$ cat config.mk
export PLATFORM = sky130hd
export DESIGN_NAME = wb_master
export DESIGN_NICKNAME = d
export VERILOG_FILES = /design/src/rtl/wb_pkg.sv /design/src/rtl/wb_timeout_ctr.sv /design/src/rtl/wb_master.sv
export SDC_FILE = /design/constraint.sdc
export NUM_CORES = 1
export LEC_CHECK = 0
export CAP_MARGIN = 20
export CORE_ASPECT_RATIO = 1.1
export CORE_MARGIN = 3
export CORE_UTILIZATION = 46
export CTS_BUF_LIST = sky130_fd_sc_hd__clkbuf_8
export CTS_CLUSTER_DIAMETER = 30
export DETAILED_ROUTE_END_ITERATION = 10
export GPL_ROUTABILITY_DRIVEN = 0
export PLACE_DENSITY = 0.95
export SETUP_SLACK_MARGIN = 0.3
export SLEW_MARGIN = 20
export SYNTH_ARGS = -nofsm -noshare
export SYNTH_HDL_FRONTEND = slang
export SYNTH_SLANG_ARGS = --single-unit
$ cat constraint.sdc
create_clock -name clk -period 3.36 [get_ports clk]
set_input_delay 0.336 -clock clk [delete_from_list [all_inputs] [get_ports clk]]
set_output_delay 0.336 -clock clk [all_outputs]
set_load 0.02 [all_outputs]
$ cat src/rtl/wb_pkg.sv
// wb_pkg: shared definitions for the Wishbone initiator.
//   - bus widths (address, data, byte-select)
//   - default data word returned for a timed-out read
//   - FSM state encoding used by wb_master
package wb_pkg;

  localparam int WB_ADR_W = 32;
  localparam int WB_DAT_W = 32;
  localparam int WB_SEL_W = 4;

  localparam logic [WB_DAT_W-1:0] ERR_DATA_DEFAULT = 32'hDEAD_BEEF;

  typedef enum logic [1:0] {
    ST_IDLE = 2'd0,
    ST_BUS  = 2'd1,
    ST_RSP  = 2'd2
  } state_t;

endpackage

$ cat src/rtl/wb_timeout_ctr.sv
// wb_timeout_ctr: counts bus cycles spent waiting for ack.
// Ports:
//   clk      single clock
//   rst      synchronous active-high reset (count -> 0)
//   clr      restart the count at 0 (start of a bus cycle)
//   en       count this cycle (waiting, no ack)
//   expired  count has reached TIMEOUT_CYCLES-1
module wb_timeout_ctr #(
  parameter int TIMEOUT_CYCLES = 255,
  parameter int CNT_W          = 8
) (
  input  logic clk,
  input  logic rst,
  input  logic clr,
  input  logic en,
  output logic expired
);

  localparam logic [CNT_W-1:0] TERM = CNT_W'(TIMEOUT_CYCLES - 1);

  logic [CNT_W-1:0] cnt;

  // Holds at the terminal value so the count can never wrap back to 0.
  always_ff @(posedge clk) begin
    if (rst) begin
      cnt <= '0;
    end else if (clr) begin
      cnt <= '0;
    end else if (en && (cnt != TERM)) begin
      cnt <= cnt + CNT_W'(1);
    end
  end

  assign expired = (cnt == TERM);

endmodule

$ cat src/rtl/wb_master.sv
// wb_master: single-outstanding Wishbone classic initiator.
// Accepts one command at a time, runs one Wishbone cycle with a timeout
// and returns one response per command.
// Ports:
//   clk, rst                      clock, synchronous active-high reset
//   cmd_val/cmd_rdy               command handshake (ready only in IDLE)
//   cmd_we/adr/sel/dat            command fields
//   rsp_val/rsp_rdy               response handshake
//   rsp_we/err/dat                response fields (err = timeout)
//   wbm_*                         Wishbone initiator bus
//   busy                          FSM not idle
//   txn_cnt                       completed transactions (wraps)
//   err_cnt                       timeouts (saturates at 255)
//
// state   | meaning
// --------+------------------------------------------------------
// IDLE    | waiting for a command, cmd_rdy high
// BUS     | cyc/stb asserted, waiting for ack or timeout
// RSP     | response presented, waiting for rsp_rdy
module wb_master
  import wb_pkg::*;
#(
  parameter int                  TIMEOUT_CYCLES = 255,
  parameter int                  CNT_W          = 8,
  parameter logic [WB_DAT_W-1:0] ERR_DATA       = ERR_DATA_DEFAULT
) (
  input  logic                clk,
  input  logic                rst,
  input  logic                cmd_val,
  output logic                cmd_rdy,
  input  logic                cmd_we,
  input  logic [WB_ADR_W-1:0] cmd_adr,
  input  logic [WB_SEL_W-1:0] cmd_sel,
  input  logic [WB_DAT_W-1:0] cmd_dat,
  output logic                rsp_val,
  input  logic                rsp_rdy,
  output logic                rsp_we,
  output logic                rsp_err,
  output logic [WB_DAT_W-1:0] rsp_dat,
  output logic                wbm_cyc_o,
  output logic                wbm_stb_o,
  output logic                wbm_we_o,
  output logic [WB_SEL_W-1:0] wbm_sel_o,
  output logic [WB_ADR_W-1:0] wbm_adr_o,
  output logic [WB_DAT_W-1:0] wbm_dat_o,
  input  logic                wbm_ack_i,
  input  logic [WB_DAT_W-1:0] wbm_dat_i,
  output logic                busy,
  output logic [15:0]         txn_cnt,
  output logic [7:0]          err_cnt
);

  state_t state, state_nxt;

  logic accept;
  logic done_ack;
  logic done_to;
  logic rsp_pop;
  logic ctr_clr;
  logic ctr_en;
  logic expired;

  wb_timeout_ctr #(
    .TIMEOUT_CYCLES (TIMEOUT_CYCLES),
    .CNT_W          (CNT_W)
  ) u_timeout (
    .clk     (clk),
    .rst     (rst),
    .clr     (ctr_clr),
    .en      (ctr_en),
    .expired (expired)
  );

  always_ff @(posedge clk) begin
    if (rst) state <= ST_IDLE;
    else     state <= state_nxt;
  end

  always_comb begin
    state_nxt = state;
    case (state)
      ST_IDLE: if (cmd_val)                state_nxt = ST_BUS;
      ST_BUS:  if (wbm_ack_i || expired)   state_nxt = ST_RSP;
      ST_RSP:  if (rsp_rdy)                state_nxt = ST_IDLE;
      default:                             state_nxt = ST_IDLE;
    endcase
  end

  // Ack has priority over the timeout in the same cycle.
  always_comb begin
    cmd_rdy  = (state == ST_IDLE);
    busy     = (state != ST_IDLE);
    accept   = (state == ST_IDLE) && cmd_val;
    done_ack = (state == ST_BUS) && wbm_ack_i;
    done_to  = (state == ST_BUS) && !wbm_ack_i && expired;
    rsp_pop  = (state == ST_RSP) && rsp_rdy;
    ctr_clr  = accept;
    ctr_en   = (state == ST_BUS) && !wbm_ack_i;
  end

  always_ff @(posedge clk) begin
    if (rst) begin
      wbm_cyc_o <= 1'b0;
      wbm_stb_o <= 1'b0;
      wbm_we_o  <= 1'b0;
      wbm_sel_o <= '0;
      wbm_adr_o <= '0;
      wbm_dat_o <= '0;
      rsp_val   <= 1'b0;
      rsp_we    <= 1'b0;
      rsp_err   <= 1'b0;
      rsp_dat   <= '0;
      txn_cnt   <= '0;
      err_cnt   <= '0;
    end else begin
      if (accept) begin
        wbm_cyc_o <= 1'b1;
        wbm_stb_o <= 1'b1;
        wbm_we_o  <= cmd_we;
        wbm_sel_o <= cmd_sel;
        wbm_adr_o <= cmd_adr;
        wbm_dat_o <= cmd_we ? cmd_dat : '0;
      end

      if (done_ack || done_to) begin
        wbm_cyc_o <= 1'b0;
        wbm_stb_o <= 1'b0;
        rsp_val   <= 1'b1;
        rsp_we    <= wbm_we_o;
        rsp_err   <= done_to;
        if (wbm_we_o)     rsp_dat <= '0;
        else if (done_to) rsp_dat <= ERR_DATA;
        else              rsp_dat <= wbm_dat_i;
        txn_cnt <= txn_cnt + 16'd1;
        if (done_to && (err_cnt != 8'hFF)) err_cnt <= err_cnt + 8'd1;
      end

      if (rsp_pop) rsp_val <= 1'b0;
    end
  end

endmodule

# ---- Word level (Yosys, flattened, before mapping)
# Index checks and enable logic that the tools add are counted.
dict set report classes {
  addsub 3
  n_reduce_logical 17
  mux 7
  n_eq_ne 8
}
# operator n
set op_table {}
lappend op_table {{32-bit 2-to-1 mux} 3}
lappend op_table {{16-bit by 1-bit adder with 16-bit output (second input constant)} 1}
lappend op_table {{8-bit by 1-bit adder with 8-bit output (second input constant)} 2}
lappend op_table {{8-bit inequality test (second input constant)} 2}
lappend op_table {{8-bit equality test (second input constant)} 1}
lappend op_table {{1-bit logical AND} 7}
lappend op_table {{2-bit 2-to-1 mux} 3}
lappend op_table {{2-bit inequality test (second input constant)} 3}
lappend op_table {{2-bit one-hot mux with 3 select lines} 1}
lappend op_table {{2-bit OR reduction} 3}
lappend op_table {{3-bit AND reduction} 1}
lappend op_table {{2-bit by 1-bit equality test with 1-bit output (second input constant)} 1}
lappend op_table {{2-bit equality test (second input constant)} 1}
lappend op_table {{2-bit zero test} 1}
lappend op_table {{1-bit logical OR} 2}
lappend op_table {{2-bit AND reduction} 1}
lappend op_table {{2-bit nonzero test} 1}
lappend op_table {{1-bit zero test} 1}
dict set report word_totals {
  register_bits 139
  elab_cells 48
  in_bits 106
}

# ---- Logic depth before layout (Yosys ltp)
dict set report depth {
  ltp_word 5
  mapped_depth 8
  depth_no_buf 6
}

# ---- Cells and area by module
# A second synthesis with hierarchy kept.
dict set report hier_totals {
  hier_cells 609
  hier_area_um2 5263.8
}
# mod area_per_inst_um2 n_inst seq_area_each_um2 cells_each
set by_module_without_submodules {}
lappend by_module_without_submodules {wb_master 4820.9 1 2622.5 558}
lappend by_module_without_submodules {wb_timeout_ctr 442.9 1 160.2 51}

# ---- Worst setup path after synthesis
# OpenSTA, ideal clock, no wires.
dict set report synth_path {
  path_kind {register -> register}
  start {reg u_timeout.cnt[0]}
  end {reg rsp_dat[10]}
  stages_incl_launch_ff 8
  path_slack_ps 1478
  arrival_time_ps 1811
  n_path_buf 1
  setup_ps 70
  synth_period_minus_slack_ps 1882
  cell_sequence {dfxtp_1 inv_1 ha_1 and3_1 a21o_1 a21oi_1 clkbuf_1 o2bb2ai_1}
}
dict set report synth_via {
  elab_chain_len 4
  elab_cells_between_ends 5
  classes_between {1 x eq/ne; 2 x mux; 2 x reduce/logical}
}
# item line_no
set synth_rtl {}
lappend synth_rtl {{from (decl)} wb_timeout_ctr.sv:21} ;# logic [CNT_W-1:0] cnt;
lappend synth_rtl {{from (signal assigned)} wb_timeout_ctr.sv:30} ;# cnt <= cnt + CNT_W'(1);
lappend synth_rtl {{8-bit equality test (*)} wb_timeout_ctr.sv:34} ;# assign expired = (cnt == TERM);
lappend synth_rtl {{1-bit logical AND (*)} wb_master.sv:95} ;# done_to = (state == ST_BUS) && !wbm_ack_i && expired;
lappend synth_rtl {{32-bit 2-to-1 mux} wb_master.sv:132} ;# else if (done_to) rsp_dat <= ERR_DATA;
lappend synth_rtl {{32-bit 2-to-1 mux} wb_master.sv:131} ;# if (wbm_we_o) rsp_dat <= '0;
lappend synth_rtl {{to (signal assigned)} wb_master.sv:133} ;# else rsp_dat <= wbm_dat_i;
lappend synth_rtl {{to (decl)} wb_master.sv:39} ;# output logic [WB_DAT_W-1:0] rsp_dat,
# Mark *: on every way between the ends. The rest lies on a longest branch, timed or not.
# A chain may end at the register's enable or synchronous reset.

# ---- Worst setup path after layout
dict set report layout_path {
  start {reg u_timeout.cnt[1]}
  end {reg err_cnt[7]}
}
dict set report layout_via {
  elab_chain_len 4
  elab_cells_between_ends 5
  classes_between {1 x eq/ne; 4 x reduce/logical}
}
# item line_no
set layout_rtl {}
lappend layout_rtl {{8-bit equality test (*)} wb_timeout_ctr.sv:34}
lappend layout_rtl {{1-bit logical AND (*)} wb_master.sv:95}
lappend layout_rtl {{1-bit logical OR / 1-bit logical AND (equally long branches)} {wb_master.sv:125, wb_master.sv:135}}
lappend layout_rtl {{2-bit AND reduction (no line) (*)} --}
lappend layout_rtl {{to (signal assigned)} wb_master.sv:135} ;# if (done_to && (err_cnt != 8'hFF)) err_cnt <= err_cnt + 8'd1;
lappend layout_rtl {{to (decl)} wb_master.sv:50} ;# output logic [7:0] err_cnt
# Marks and branches as above.

==> run metrics <==
status=finished clean; Antenna Nets Post-Route=0; syn nets=660; cell area after synthesis=5161 um2; RSZ-0062 raised after global routing=false; Crit Path Category=flip-flop to flip-flop; Ports=238; Clk Latency, worst-skew pair=0.43 ns; Final Hold Viols=0; max-slew violation count=0; Yosys reg bits=139; Site Rows=39; clk buf depth=2; htree depth=4; Filler Cells Inserted=702; Die Span X=107.0 um; Yosys cell types=44; Reg-to-Reg Start=u_timeout.cnt[1]$_SDFFE_PP0P_; Hold Startpoint=cmd_adr[13]; startpoint types=flip-flop; Post-synth ARST share=0%; FF-to-FF path depth=5; Core Util, Final=75.19%; worst reg2reg setup slack=1.13 ns; Vias=5061; Post-synth EDFFs=0; vias per std cell=5.460; vias in the first global route=5063; GRT overflow=0; Setup-failing EPs final=0; measured slew at the worst slew-check pin=0.9086 ns; Yosys Warn Count=0; Post-CTS Resized=0; Final Cycle Share=66.39%; die area=12530 um2; Max Cap Viol=0; CP endpoint kind=flip-flop; worst r2r dst=err_cnt[7]$_SDFFE_PP0P_; Critical Path Fanout Max=16; Critical Path RT=3.71 ns; Initial Utilization=48.30%; cts hold-fix bufs=0; clock-pin slew on the worst setup and hold paths=0.08 ns; DRT Pass-1 Iters=4; die height=117.1 um; CTS Buf Count=17; Core Area=10690 um2; largest net degree at the start of global routing=43; Power Dens Cells=481.7 nW/um2; Total Wirelength=15.69 mm; share of layout cells above drive strength 1=5.740%; crit path DAT=2.58 ns; clock skew=0.01161 ns; Sink Count=139; TNS Setup=0 ns; post-route DRC violation count=0; peak supply drop=0.3037 mV; fmax=448.3 MHz; final net count=882; setup bufs post-CTS=0; dpl hpwl=11.47 mm; Initial DRC Count=238; routed wire length per instance=16.92 um; antenna fix cells=0; initial antenna violation count=0; Synth-to-Final Area Change=55.68%; Port Buf Inserts=237; hold path cells=3; Seq/Total Area, Yosys=53.92%; first-pass GRT wire length=25.07 mm; max_slew headroom=39.43%; syn avg cell area=9.384 um2; Final Critical Period=2.231 ns; root buffer cell=clkbuf_8; Post-synth top flop=dfxtp_1; Hold Path Sink=wbm_adr_o[13]$_SDFFE_PP0P_; Hold Path Class=input pin to flip-flop; GRT Resource Usage Total=24.92%; cell count after synthesis=550; Leakage=2.885 nW; CTS tree=done
==> critical path, stage by stage (launching register included) <==
cell and delay [ns]:
dfxtp_1 0.43, ha_1 0.20, and3_1 0.29, nand3_1 0.43, or4_1 0.66, a21oi_1 0.15
==> where the power goes <==
group	leakage (nW)	switching [mW]	internal (mW)
registers	1.13	0.0463	1.72
clock network	0.229	0.622	0.916
logic	1.53	0.278	0.289
total	2.88	0.946	2.92
==> worst max path at each step <==
stage,from,endpoint,slack (ns),cells past startpoint
after floorplan,u_timeout.cnt[0]$_SDFFE_PP0P_,rsp_dat[10]$_SDFFE_PP0P_,1.48,7
after global placement,wbm_ack_i,err_cnt[4]$_SDFFE_PP0P_,0.98,5
after detailed placement,wbm_ack_i,err_cnt[3]$_SDFFE_PP0P_,0.80,5
after CTS,state[1]$_SDFFE_PP0P_,cmd_rdy,1.13,2
after global routing,u_timeout.cnt[1]$_SDFFE_PP0P_,err_cnt[4]$_SDFFE_PP0P_,0.94,5
final,u_timeout.cnt[1]$_SDFFE_PP0P_,err_cnt[7]$_SDFFE_PP0P_,1.13,5
==> metal layers <==
layer | global-route usage [%] | routed length (um) | vias up
met2 | 45.72 | 8146 | 198
met4 | 7.246 | 229 | 0
met5 | 0 | 0 | -
met3 | 9.490 | 1284 | 21
li1 | - | - | 2429
met1 | 26.87 | 6029 | 2413
==> placed cells by master (no fill, tap or decap), drive strengths merged, types with 17 or more instances in the layout <==
cell type	count
a21oi	66
a22o	40
clkbuf	19
clkdlybuf4s50	236
dfxtp	139
nand2	81
nand3	18
nor2	33
o2bb2ai	24
o31ai	17
or4	18
==> registers in the layout, summed over array words and instances, names as in the netlist <==
name           flops
wbm_adr_o         32
rsp_val            1
rsp_dat           32
wbm_stb_o          1
wbm_dat_o         32
u_timeout.cnt      8
wbm_we_o           1
rsp_err            1
wbm_sel_o          4
rsp_we             1
txn_cnt           16
err_cnt            8
state              2
==> per-stage QoR <==
stage | std cells | power (mW) | hold WS (ns) | area [um2] | worst slack, ns
final | 927 | 3.870 | 0.4473 | 8035 | 1.129
after CTS | 927 | 3.901 | 0.4226 | 8035 | 1.134
after global routing | 927 | 4.023 | 0.4315 | 8035 | 0.9412
after global placement | 896 | 2.349 | 0.4409 | 7577 | 0.9773
after floorplan | 550 | 2.050 | 0.4547 | 5161 | 1.478
after detailed placement | 896 | 2.369 | 0.4481 | 7577 | 0.8003
==> area by class of cell <==
type                    instances  area [um2]  share of cell area (%)
repair buffers                244        2420                   30.12
well taps                     143       178.9                   2.227
flip-flops and latches        139        2783                   34.63
inverters                       6       22.52                  0.2803
clock inverters                12       196.4                   2.445
multi-input cells             364        2173                   27.05
clock buffers                  19       261.5                   3.254
==> cells in the mapped netlist (6+ instances only) <==
| library cell | count | area share (%) |
|---|---|---|
| clkbuf_1 | 31 | 2.3 |
| o21ai_0 | 11 | 1.1 |
| inv_1 | 6 | 0.44 |
| and3_1 | 8 | 0.97 |
| a21oi_1 | 65 | 6.3 |
| nand3_1 | 18 | 1.7 |
| o2bb2ai_1 | 24 | 4.1 |
| nor2_1 | 33 | 2.4 |
| a22o_1 | 40 | 6.8 |
| dfxtp_1 | 139 | 54 |
| o31ai_1 | 17 | 2.5 |
| or3_1 | 6 | 0.73 |
| nand4_1 | 7 | 0.85 |
| nand2_1 | 81 | 5.9 |
| or4_1 | 17 | 2.5 |
==> kinds of logic (layout without fill, tap and decap cells) <==
| logic type | count (synthesis) | after routing | share of synthesized area, % |
|---|---|---|---|
| muxes | 1 | 1 | 0.2182 |
| buffers and inverters | 47 | 281 | 4.097 |
| xor gates and xnor gates | 4 | 4 | 0.6789 |
| and+or+nand+nor | 186 | 186 | 17.55 |
| DFF | 139 | 139 | 53.92 |
| adders and majority gates | 4 | 4 | 0.9697 |
| AOI/OAI and AO/OA | 169 | 169 | 22.57 |
No activity file was read; power rests on OpenSTA's default activity.
